$ cat config.mk
export PLATFORM = sky130hd
export DESIGN_NAME = mmio_uart_resp
export DESIGN_NICKNAME = d
export VERILOG_FILES = /design/src/rtl/uart_pkg.sv /design/src/rtl/uart_tx_fifo.sv /design/src/rtl/mmio_uart_resp.sv
export SDC_FILE = /design/constraint.sdc
export NUM_CORES = 1
export LEC_CHECK = 0
export CORE_ASPECT_RATIO = 0.5
export CORE_MARGIN = 1.5
export CORE_UTILIZATION = 44
export DETAILED_ROUTE_END_ITERATION = 7
export REMOVE_ABC_BUFFERS = 1
export SYNTH_ARGS = -nofsm -noshare
export SYNTH_HDL_FRONTEND = slang
export SYNTH_SLANG_ARGS = --single-unit
$ cat constraint.sdc
create_clock -name clk -period 4.5 [get_ports clk]
set_clock_uncertainty 0.15 [all_clocks]
set_input_delay 0.9 -clock clk [delete_from_list [all_inputs] [get_ports clk]]
set_output_delay 0.9 -clock clk [all_outputs]
set_load 0.01 [all_outputs]
$ cat src/rtl/uart_pkg.sv
// Shared constants and types for the memory-mapped UART responder.
// Register offsets, STATUS bit positions, minimum divisor and the TX/RX state encodings.
package uart_pkg;

  localparam logic [1:0] OFF_TXDATA = 2'd0;
  localparam logic [1:0] OFF_RXDATA = 2'd1;
  localparam logic [1:0] OFF_STATUS = 2'd2;
  localparam logic [1:0] OFF_DIV    = 2'd3;

  localparam int ST_TX_FULL    = 0;
  localparam int ST_TX_IDLE    = 1;
  localparam int ST_RX_VALID   = 2;
  localparam int ST_RX_OVERRUN = 3;
  localparam int ST_RX_FRAME   = 4;
  localparam int ST_TX_DROP    = 5;

  localparam logic [15:0] MIN_DIV = 16'd4;

  typedef enum logic [1:0] {TX_IDLE, TX_START, TX_DATA, TX_STOP} tx_state_e;
  typedef enum logic [1:0] {RX_IDLE, RX_START, RX_DATA, RX_STOP} rx_state_e;

  function automatic logic [15:0] eff_div(input logic [15:0] d);
    return (d < MIN_DIV) ? MIN_DIV : d;
  endfunction

endpackage

$ cat src/rtl/uart_tx_fifo.sv
// Synchronous TX byte FIFO; output data is a direct read of the head slot (zero latency).
// A push while full is accepted only when a pop frees the slot in the same cycle.
module uart_tx_fifo #(
  parameter int DEPTH = 4,
  parameter int WIDTH = 8
) (
  input  logic                     clk_i,
  input  logic                     rst_i,
  input  logic                     push_i,
  input  logic [WIDTH-1:0]         din_i,
  input  logic                     pop_i,
  output logic [WIDTH-1:0]         dout_o,
  output logic                     full_o,
  output logic                     empty_o,
  output logic [$clog2(DEPTH):0]   count_o
);

  localparam int AW = $clog2(DEPTH);
  localparam int CW = AW + 1;

  logic [WIDTH-1:0] mem_q [DEPTH];
  logic [AW-1:0]    wr_ptr_q, rd_ptr_q;
  logic [CW-1:0]    count_q;
  logic             do_push, do_pop;

  assign empty_o = (count_q == '0);
  assign full_o  = (count_q == CW'(DEPTH));
  assign count_o = count_q;
  assign dout_o  = mem_q[rd_ptr_q];

  assign do_pop  = pop_i & ~empty_o;
  assign do_push = push_i & (~full_o | do_pop);

  always_ff @(posedge clk_i) begin
    if (do_push) mem_q[wr_ptr_q] <= din_i;
  end

  // Power-of-two depth lets the pointers wrap naturally.
  always_ff @(posedge clk_i or posedge rst_i) begin
    if (rst_i) begin
      wr_ptr_q <= '0;
      rd_ptr_q <= '0;
      count_q  <= '0;
    end else begin
      if (do_push) wr_ptr_q <= wr_ptr_q + AW'(1);
      if (do_pop)  rd_ptr_q <= rd_ptr_q + AW'(1);
      count_q <= count_q + CW'(do_push) - CW'(do_pop);
    end
  end

endmodule

$ cat src/rtl/mmio_uart_resp.sv
// 4-register MMIO UART (8N1): combinational same-cycle read data, zero when not selected.
// TX pushes into a small FIFO (push while full is dropped and flagged); RX holds one byte.
module mmio_uart_resp
  import uart_pkg::*;
#(
  parameter logic [15:0] BASE_ADDR  = 16'hC000,
  parameter logic [15:0] DEF_DIV    = 16'd434,
  parameter int          FIFO_DEPTH = 4
) (
  input  logic        clk,
  input  logic        rst,
  input  logic        we,
  input  logic        re,
  input  logic [15:0] addr,
  input  logic [15:0] wdata,
  output logic [15:0] rdata,
  input  logic        rxd,
  output logic        txd,
  output logic        irq
);

  localparam int CW = $clog2(FIFO_DEPTH) + 1;

  logic       sel;
  logic [1:0] off;
  logic       tx_push_req, sts_wr, div_wr, rx_rd;

  assign sel         = (addr[15:2] == BASE_ADDR[15:2]);
  assign off         = addr[1:0];
  assign tx_push_req = we & sel & (off == OFF_TXDATA);
  assign sts_wr      = we & sel & (off == OFF_STATUS);
  assign div_wr      = we & sel & (off == OFF_DIV);
  assign rx_rd       = re & sel & (off == OFF_RXDATA);

  logic [15:0] div_q;
  logic        rx_valid_q, rx_overrun_q, rx_frame_q, tx_drop_q;
  logic [7:0]  rx_byte_q;

  // TX FIFO
  logic          fifo_pop, fifo_push, fifo_full, fifo_empty;
  logic [7:0]    fifo_dout;
  logic [CW-1:0] fifo_count;

  assign fifo_push = tx_push_req & (~fifo_full | fifo_pop);

  uart_tx_fifo #(.DEPTH(FIFO_DEPTH), .WIDTH(8)) u_fifo (
    .clk_i   (clk),
    .rst_i   (rst),
    .push_i  (fifo_push),
    .din_i   (wdata[7:0]),
    .pop_i   (fifo_pop),
    .dout_o  (fifo_dout),
    .full_o  (fifo_full),
    .empty_o (fifo_empty),
    .count_o (fifo_count)
  );

  // TX FSM
  tx_state_e   tx_state_q, tx_state_d;
  logic [15:0] tx_cnt_q, tx_cnt_d, tx_div_q, tx_div_d;
  logic [2:0]  tx_bit_q, tx_bit_d;
  logic [7:0]  tx_shift_q, tx_shift_d;
  logic        txd_q, txd_d;
  logic        tx_bit_end, tx_idle;

  assign tx_bit_end = (tx_cnt_q == tx_div_q - 16'd1);
  assign tx_idle    = (fifo_count == '0) & (tx_state_q == TX_IDLE);

  always_comb begin
    tx_state_d = tx_state_q;
    tx_cnt_d   = tx_cnt_q;
    tx_div_d   = tx_div_q;
    tx_bit_d   = tx_bit_q;
    tx_shift_d = tx_shift_q;
    fifo_pop   = 1'b0;
    unique case (tx_state_q)
      TX_IDLE: begin
        if (!fifo_empty) begin
          fifo_pop   = 1'b1;
          tx_shift_d = fifo_dout;
          tx_div_d   = eff_div(div_q);
          tx_cnt_d   = '0;
          tx_state_d = TX_START;
        end
      end
      TX_START: begin
        tx_cnt_d = tx_cnt_q + 16'd1;
        if (tx_bit_end) begin
          tx_cnt_d   = '0;
          tx_bit_d   = '0;
          tx_state_d = TX_DATA;
        end
      end
      TX_DATA: begin
        tx_cnt_d = tx_cnt_q + 16'd1;
        if (tx_bit_end) begin
          tx_cnt_d   = '0;
          tx_shift_d = {1'b0, tx_shift_q[7:1]};
          tx_bit_d   = tx_bit_q + 3'd1;
          if (tx_bit_q == 3'd7) tx_state_d = TX_STOP;
        end
      end
      TX_STOP: begin
        tx_cnt_d = tx_cnt_q + 16'd1;
        if (tx_bit_end) begin
          tx_cnt_d = '0;
          // Chain straight into the next start bit when more data is waiting.
          if (!fifo_empty) begin
            fifo_pop   = 1'b1;
            tx_shift_d = fifo_dout;
            tx_div_d   = eff_div(div_q);
            tx_state_d = TX_START;
          end else begin
            tx_state_d = TX_IDLE;
          end
        end
      end
      default: tx_state_d = TX_IDLE;
    endcase
    unique case (tx_state_d)
      TX_START: txd_d = 1'b0;
      TX_DATA:  txd_d = tx_shift_d[0];
      default:  txd_d = 1'b1;
    endcase
  end

  always_ff @(posedge clk or posedge rst) begin
    if (rst) begin
      tx_state_q <= TX_IDLE;
      tx_cnt_q   <= '0;
      tx_div_q   <= MIN_DIV;
      tx_bit_q   <= '0;
      tx_shift_q <= '0;
      txd_q      <= 1'b1;
    end else begin
      tx_state_q <= tx_state_d;
      tx_cnt_q   <= tx_cnt_d;
      tx_div_q   <= tx_div_d;
      tx_bit_q   <= tx_bit_d;
      tx_shift_q <= tx_shift_d;
      txd_q      <= txd_d;
    end
  end

  assign txd = txd_q;

  // RX synchroniser and FSM
  logic        rx_s1_q, rx_s2_q, rx_prev_q;
  rx_state_e   rx_state_q, rx_state_d;
  logic [15:0] rx_cnt_q, rx_cnt_d, rx_div_q, rx_div_d;
  logic [2:0]  rx_bit_q, rx_bit_d;
  logic [7:0]  rx_shift_q, rx_shift_d;
  logic        rx_done_ok, rx_done_err, rx_bit_end;

  assign rx_bit_end = (rx_cnt_q == rx_div_q - 16'd1);

  always_comb begin
    rx_state_d  = rx_state_q;
    rx_cnt_d    = rx_cnt_q;
    rx_div_d    = rx_div_q;
    rx_bit_d    = rx_bit_q;
    rx_shift_d  = rx_shift_q;
    rx_done_ok  = 1'b0;
    rx_done_err = 1'b0;
    unique case (rx_state_q)
      RX_IDLE: begin
        if (rx_prev_q & ~rx_s2_q) begin
          rx_div_d   = eff_div(div_q);
          rx_cnt_d   = '0;
          rx_state_d = RX_START;
        end
      end
      RX_START: begin
        rx_cnt_d = rx_cnt_q + 16'd1;
        if (rx_cnt_q == (rx_div_q >> 1) - 16'd1) begin
          rx_cnt_d   = '0;
          rx_bit_d   = '0;
          rx_state_d = rx_s2_q ? RX_IDLE : RX_DATA;
        end
      end
      RX_DATA: begin
        rx_cnt_d = rx_cnt_q + 16'd1;
        if (rx_bit_end) begin
          rx_cnt_d   = '0;
          rx_shift_d = {rx_s2_q, rx_shift_q[7:1]};
          rx_bit_d   = rx_bit_q + 3'd1;
          if (rx_bit_q == 3'd7) rx_state_d = RX_STOP;
        end
      end
      RX_STOP: begin
        rx_cnt_d = rx_cnt_q + 16'd1;
        if (rx_bit_end) begin
          rx_cnt_d    = '0;
          rx_state_d  = RX_IDLE;
          rx_done_ok  = rx_s2_q;
          rx_done_err = ~rx_s2_q;
        end
      end
      default: rx_state_d = RX_IDLE;
    endcase
  end

  always_ff @(posedge clk or posedge rst) begin
    if (rst) begin
      rx_s1_q    <= 1'b1;
      rx_s2_q    <= 1'b1;
      rx_prev_q  <= 1'b1;
      rx_state_q <= RX_IDLE;
      rx_cnt_q   <= '0;
      rx_div_q   <= MIN_DIV;
      rx_bit_q   <= '0;
      rx_shift_q <= '0;
    end else begin
      rx_s1_q    <= rxd;
      rx_s2_q    <= rx_s1_q;
      rx_prev_q  <= rx_s2_q;
      rx_state_q <= rx_state_d;
      rx_cnt_q   <= rx_cnt_d;
      rx_div_q   <= rx_div_d;
      rx_bit_q   <= rx_bit_d;
      rx_shift_q <= rx_shift_d;
    end
  end

  // Flags: set events win over a same-cycle W1C.
  logic rx_valid_d, rx_overrun_d, rx_frame_d, tx_drop_d;
  logic [7:0] rx_byte_d;

  always_comb begin
    rx_byte_d    = rx_done_ok ? rx_shift_q : rx_byte_q;
    rx_valid_d   = rx_done_ok | (rx_valid_q & ~rx_rd);
    rx_overrun_d = (rx_done_ok & rx_valid_q & ~rx_rd)
                 | (rx_overrun_q & ~(sts_wr & wdata[ST_RX_OVERRUN]));
    rx_frame_d   = rx_done_err | (rx_frame_q & ~(sts_wr & wdata[ST_RX_FRAME]));
    tx_drop_d    = (tx_push_req & fifo_full & ~fifo_pop)
                 | (tx_drop_q & ~(sts_wr & wdata[ST_TX_DROP]));
  end

  always_ff @(posedge clk or posedge rst) begin
    if (rst) begin
      div_q        <= DEF_DIV;
      rx_byte_q    <= '0;
      rx_valid_q   <= 1'b0;
      rx_overrun_q <= 1'b0;
      rx_frame_q   <= 1'b0;
      tx_drop_q    <= 1'b0;
    end else begin
      if (div_wr) div_q <= wdata;
      rx_byte_q    <= rx_byte_d;
      rx_valid_q   <= rx_valid_d;
      rx_overrun_q <= rx_overrun_d;
      rx_frame_q   <= rx_frame_d;
      tx_drop_q    <= tx_drop_d;
    end
  end

  assign irq = rx_valid_q;

  always_comb begin
    rdata = '0;
    if (re & sel) begin
      unique case (off)
        OFF_RXDATA: rdata = {8'h00, rx_byte_q};
        OFF_STATUS: rdata = {10'd0, tx_drop_q, rx_frame_q, rx_overrun_q,
                             rx_valid_q, tx_idle, fifo_full};
        OFF_DIV:    rdata = div_q;
        default:    rdata = '0;
      endcase
    end
  end

endmodule

==> results.yml, run 1 <==
status:
  status: "complete, no violations"
power:
  p_sw_share_pct: 32.32
  p_seq_share_pct: 38.0
  ir_worst_vdd_mv: 0.2263
  powerDensity_mw_per_mm2: 461.6
  pwr-share-clk_pct: 32.5
  intPower_uw: 3284
  finalPower_uw: 4853
  combPwrFrac_pct: 29.5
  p_switching_uw: 1568
  total_leakage_power_uw: 0.004627
cells_and_area:
  fill_cells: 1769
  num-nets-final: 973
  diodes: 0
  drive_gt1_share_pct: 16.63
  layoutNonFillerInstCount: 1192
  area_delta_synth_final_pct: 18.15
detailed_routing:
  post_drt_wl_per_cell_um: 17.25
  wl_met2_um: 9536
  ant_nets: 0
  drt_iter0_drc: 406
  wl_met3_um: 645
  wl_um: 20560
  vias_per_cell: 5.494
  wl_met1_um: 9975
  first_pass_iters: 5
  drcViolationCount: 0
  vias: 6549
  highest-signal-layer: "met4"
grt:
  grt_pass1_wl_um: 34380
  grt.total_usage_pct: 20.81
  grt.overflow.total: 0
  grt_max_degree: 60
  grt_pass1_vias: 6505
  antenna_found_initial: 0
flow_run:
  drv_cap: 0
setup_path:
  rr_startpoint: "tx_div_q[1]"
  arrival_ns: 3.26
  regToRegEndpoint: "u_fifo.count_o[1]"
  startpoint: "addr[3]"
  slowest_delay_ns: 0.54
  cp_slowest_cell: "or4_1"
  reg2reg_depth: 15
  cp.required_ns: 3.45
  cp-start-kind: "input port"
  critical_path.max_fanout: 10
  crit_chain: "clkdlybuf4s50_1 -> or4_1 -> nor4_2 -> nand2_1 -> nor2_1 -> buf_4 -> a22o_1 -> clkdlybuf4s50_1"
  endpoint_kind: "output port"
  r2r_slack_ns: 0.24
  crit_top_cell: "clkdlybuf4s50_1"
  crit_type: "in2out"
yosys:
  synth_top_flop_cell: "dfrtp_1"
  ys_warn_count: 0
  async_reset_ff_share_pct: 80.12
  synth_seq_cells: 161
  yosysSeqAreaShare_pct: 47.23
  syn-cell-area_sq_mm: 0.008899
  syn_inst: 858
  synth_area_per_cell_sq_um: 10.37
  synth.distinct_cells: 74
  synth-edff-count: 32
cts:
  htreeDepth: 4
  cts_sinks: 161
  cts_buffers: 17
  tritoncts: "yes"
  clock_tree.buffer_depth: 2
  root_buffer: "clkbuf_16"
  clk_pin_slew_ns: 0.06
  insertion_delay_ns: 0.44
  cts.hold.buffers_added: 0
min_path:
  min_path_cells: 0
  min_path_type: "reg2reg"
  hold_start: "rx_s1_q"
  min_to: "rx_s2_q"
sta:
  tightestPinTransition_ns: 0.8795
  drv_slew: 0
  setup_viol: 0
  relSlewSlack_pct: 41.15
  clock.fmax_mhz: 231.8
  layout_min_cycle_time_ns: 4.315
  hold_viol: 0
  timing.final.crit_share_pct: 95.89
floorplan:
  core_area_sq_mm: 0.01964
  row_count: 36
  die_w_um: 204.1
  die_area_sq_mm: 0.02114
  ioPinCount: 55
  start_util_pct: 45.31
  die_h_um: 103.6
placement:
  hpwl_um: 14560
  gp_congestion: 0.8464
  io_buffers: 54
  dp_cells: 1154
==> Yosys cell counts, types with 7 or more instances <==
cell | number | area (sq um)
xnor2_1 | 46 | 402.9
o21ai_0 | 66 | 330.3
nor2_1 | 51 | 191.4
mux2i_1 | 13 | 130.1
nor4_1 | 13 | 81.33
nand2_1 | 100 | 375.4
mux2_2 | 54 | 608.1
nor3b_1 | 14 | 105.1
ha_1 | 22 | 275.3
dfstp_2 | 11 | 289.0
nor3_1 | 19 | 95.09
dfrtp_1 | 118 | 2953
a21oi_1 | 11 | 55.05
a31oi_1 | 7 | 43.79
and3_1 | 18 | 112.6
inv_1 | 25 | 93.84
nor2b_1 | 7 | 43.79
nand3_1 | 22 | 110.1
nand4_1 | 7 | 43.79
clkbuf_1 | 43 | 161.4
edfxtp_1 | 32 | 960.9
and2_1 | 17 | 106.4
a21o_1 | 13 | 97.59
a22oi_1 | 7 | 52.55
mux4_2 | 9 | 202.7
xor2_1 | 19 | 166.4
==> registers in the layout, indices dropped and copies added (netlist names), 2 cells and up, named ones only <==
| register | cells |
|---|---|
| u_fifo.wr_ptr_q | 2 |
| tx_bit_q | 3 |
| tx_cnt_q | 16 |
| u_fifo.rd_ptr_q | 2 |
| tx_state_q | 2 |
| u_fifo.count_o | 3 |
| rx_byte_q | 8 |
| tx_shift_q | 8 |
| rx_shift_q | 8 |
| rx_bit_q | 3 |
| div_q | 16 |
| u_fifo.mem_q | 32 |
| rx_div_q | 16 |
| tx_div_q | 16 |
| rx_cnt_q | 16 |
==> how the worst max path moves through the flow <==
| stage | end | slack, ns | depth (start not counted) |
|---|---|---|---|
| after global routing | u_fifo.count_o[1] | -0.002 | 15 |
| after global placement | u_fifo.count_o[1] | 0.08 | 12 |
| final | rdata[6] | 0.19 | 8 |
| after CTS | rdata[7] | 0.05 | 7 |
| after detailed placement | u_fifo.count_o[1] | 0.01 | 12 |
| after floorplan | asynchronous set/reset pin | 0.03 | 1 |
==> cell families (layout without fill, tap and decap cells) <==
| logic type | count (synthesis) | count (layout) | synth area share (%) |
|---|---|---|---|
| buffers and inverters | 73 | 141 | 3.121 |
| adder cells (fa/ha/maj) | 23 | 23 | 3.318 |
| AND/OR/NAND/NOR | 303 | 303 | 17.45 |
| flip-flops | 161 | 161 | 47.23 |
| AO/OA/AOI/OAI | 155 | 155 | 11.49 |
| XOR/XNOR | 66 | 66 | 6.651 |
| multiplexers | 77 | 77 | 10.74 |
==> placed cells by master (no fill, tap or decap), types with 11 or more instances in the layout <==
cell type	n
nand2_1	100
edfxtp_1	32
nor4_1	12
nor3_1	19
xor2_1	19
dfstp_2	11
inv_1	24
nand3_1	22
a21oi_1	11
a21o_1	13
nor2_1	51
buf_4	26
nor3b_1	13
clkdlybuf4s50_1	54
mux2_2	54
xnor2_1	46
and3_1	18
o21ai_0	66
clkbuf_16	17
and2_1	17
mux2i_1	13
dfrtp_1	118
ha_1	21
==> through the flow <==
step	setup TNS, ns	setup WS [ns]	instance area, sq um	hold slack, ns	utilization [%]
floorplan	0	0.02721	8715	0.1952	-
finish	0	0.1850	10510	0.2067	53.54
CTS	0	0.05448	10470	0.2069	53.30
detailed placement	0	0.01198	9796	0.1975	49.88
global placement	0	0.08137	9796	0.1957	49.88
global route	-0.001744	-0.001744	10510	0.2096	53.54
==> what timing repair did <==
item / in CTS / in global routing
setup endpoints to repair: 1 / 45
buffers inserted: 3 / 3
resized for setup: 4 / 6
pin swaps: 3 / 5
==> routing by layer <==
| layer | global-route usage, % | up-vias |
|---|---|---|
| met5 | 0 | - |
| met4 | 7.563 | 0 |
| met3 | 4.374 | 27 |
| met2 | 31.72 | 89 |
| met1 | 29.23 | 3255 |
| li1 | - | 3178 |
==> worst max-delay path: cells and delay by family <==
| family | cells | cell delay [ns] |
|---|---|---|
| and+or+nand+nor | 4 | 1.12 |
| buffers and inverters | 3 | 1.10 |
| AOI/OAI and AO/OA | 1 | 0.14 |
==> cell type report <==
cell class / count / area, sq um / area share, %
repair buffers: 84 / 798.3 / 7.593
clock inverters: 12 / 180.2 / 1.714
flip-flops and latches: 161 / 4203 / 39.97
multi-input cells: 624 / 4447 / 42.29
inverters: 25 / 96.34 / 0.9163
well taps: 266 / 332.8 / 3.166
clock buffers: 20 / 456.7 / 4.344
==> power by group through the flow <==
stage / logic [uW] / clock network (uW) / registers, uW
after floorplan: 1070 / 0 / 1800
after global placement: 1370 / 0 / 1860
final: 1430 / 1580 / 1840
after CTS: 1440 / 1610 / 1840
after detailed placement: 1410 / 0 / 1870
after global routing: 1600 / 1680 / 1870
Note: power is estimated with default switching activity, not from simulation.
==> inputs of run 2 (changes only) <==
--- a/config.mk
+++ b/config.mk
@@ -10,6 +10,7 @@
 export CORE_UTILIZATION = 44
 export DETAILED_ROUTE_END_ITERATION = 7
 export REMOVE_ABC_BUFFERS = 1
+export SLEW_MARGIN = 20
 export SYNTH_ARGS = -nofsm -noshare
 export SYNTH_HDL_FRONTEND = slang
 export SYNTH_SLANG_ARGS = --single-unit
==> results of run 2 <==
The final DEF is identical to that of run 1; final timing and power are the same.
==> RTL edit, RTL diff (settings of run 2) <==
Encoding of `tx_state_e`: now one-hot (4 bits for 4 states).
--- a/src/rtl/uart_pkg.sv
+++ b/src/rtl/uart_pkg.sv
@@ -18,3 +18,3 @@
 
-  typedef enum logic [1:0] {TX_IDLE, TX_START, TX_DATA, TX_STOP} tx_state_e;
+  typedef enum logic [3:0] {TX_IDLE = 4'b0001, TX_START = 4'b0010, TX_DATA = 4'b0100, TX_STOP = 4'b1000} tx_state_e;
   typedef enum logic [1:0] {RX_IDLE, RX_START, RX_DATA, RX_STOP} rx_state_e;
Function: same outputs for any inputs over 10 cycles, from zero or initial values and one cycle with rst high; not proved beyond that.
==> RTL edit against run 2 <==
Global-route usage down 0.90 points. Count of clock-buffer cells in the layout down 3. Non-clock buffer count down 15. Synthesized area up 3.5%. Final area up 0.73%. Sequential cell count up 2. Setup slack better by 0.063 ns. Critical path depth unchanged. First-iteration DRC count up 8.4%. Routed wire length up 0.85%. Total power down 4.9%. Critical endpoint is now rdata[12]. Largest power group unchanged.
==> RTL edit: results (changes against run 2) <==
Async SR Flop Fraction=0.804 (+0.00244); DRT iter0 DRCs=440 (+8.4%); Top Family by Delay on Critical Path=simple AND/OR/NAND/NOR gates; GRT Util Overall=0.199 (-0.00899); HPWL after detailed placement=14800 um (+1.5%); outcome=finished clean; number of fill cells=1842 (+4.1%); largest net degree at the start of global routing=51 (-15%); H-tree lvl count=4 (unchanged); Data buffer area share=0.0617 (-0.0143); CLK BUF=17 (-15%); vias in the first global route=6561 (+0.86%); P_seq=1880 uW (+2%); hold wc startpoint=rx_s1_q; clock network area share=0.0588 (-0.00174); sequential cell area fraction in the yosys report=0.462 (-0.0104); Worst-Margin Slew=0.846 ns (-0.0330 ns); Distinct cells, synth=78 (+5.4%); last element of the critical path=rdata[12]; Crit path arrival time=3.20 ns (-0.06 ns); crit-path max FO=8 (-2); CP max stage delay=0.54 ns (about the same); routability congestion estimate=0.902 (+6.5%); r2r setup slk=0.35 ns (+0.11 ns); multi-input gates=629 (+0.80%); switch share=0.328 (+0.00505); r2r startpoint=tx_div_q[0]; vias post-DR=6727 (+2.7%); nets@finish=957 (-1.6%); share of layout cells above drive strength 1=0.166 (-0.000368); multi-input logic portion of the cell area=0.437 (+0.0142); leakage power=0.00461 uW (-0.39%); Plain + repair buffers=69 (-18%); first-pass GRT wire length=34300 um (-0.24%); dominant cells by area after synthesis=dfrtp_1 (32%), edfxtp_1 (10%), mux2_2 (5.4%), nand2_1 (3.6%), dfstp_2 (3.4%); cell count after synthesis=866 (+0.93%); Reg area=4250 um2 (+1.2%); Max VDD drop=0.000263 V (+16%); clock-net power=~1600 uW; Vias per Instance=5.66 (+3.0%); DP Cell Count=1157 (+0.26%); Post-CTS Setup Repair Bufs=0 (-3); commonest cells in the netlist=dfrtp_1 (119), nand2_1 (89), mux2_2 (44), nor2_1 (38); Sink Count=163 (+1.2%); FF-to-FF path depth=11 (-4); # resized after CTS=0 (-4); Reg-to-Reg End=u_fifo.mem_q[0][1]; Wirelength per Cell=17.4 um (+1.1%); Non-clk invs=23 (-8.0%); hold endpoint=rx_s2_q
## RTL edit: kinds of logic (layout without fill, tap and decap cells)
family,Yosys count,count (layout),share of synthesized area
AND/OR/NAND/NOR,333,333,0.202
flip-flops,163,163,0.462
AO/OA/AOI/OAI,145,145,0.113
buffers and inverters,74,124,0.0374
multiplexers,73,73,0.103
XOR/XNOR,61,61,0.0580
adder cells (fa/ha/maj),17,17,0.0239
## RTL edit: through the flow
stage           util  instance area [um2]  total power (uW)  hold slack [ns]  worst slack [ns]
3_3_place_gp   0.484                 9950              3060            0.196             0.221
4_1_cts        0.515                10600              4660            0.211             0.164
6_report       0.515                10600              4620            0.212             0.248
2_1_floorplan      -                 8950              2720            0.195            -0.571
3_5_place_dp   0.484                 9950              3100            0.199             0.175
5_1_grt        0.515                10600              4880            0.219            0.0705
## RTL edit: routing by layer
metal,share of wire,track usage
met3,0.037,0.0361
met5,0,0
met1,0.51,0.291
met2,0.44,0.298
met4,0.014,0.0646
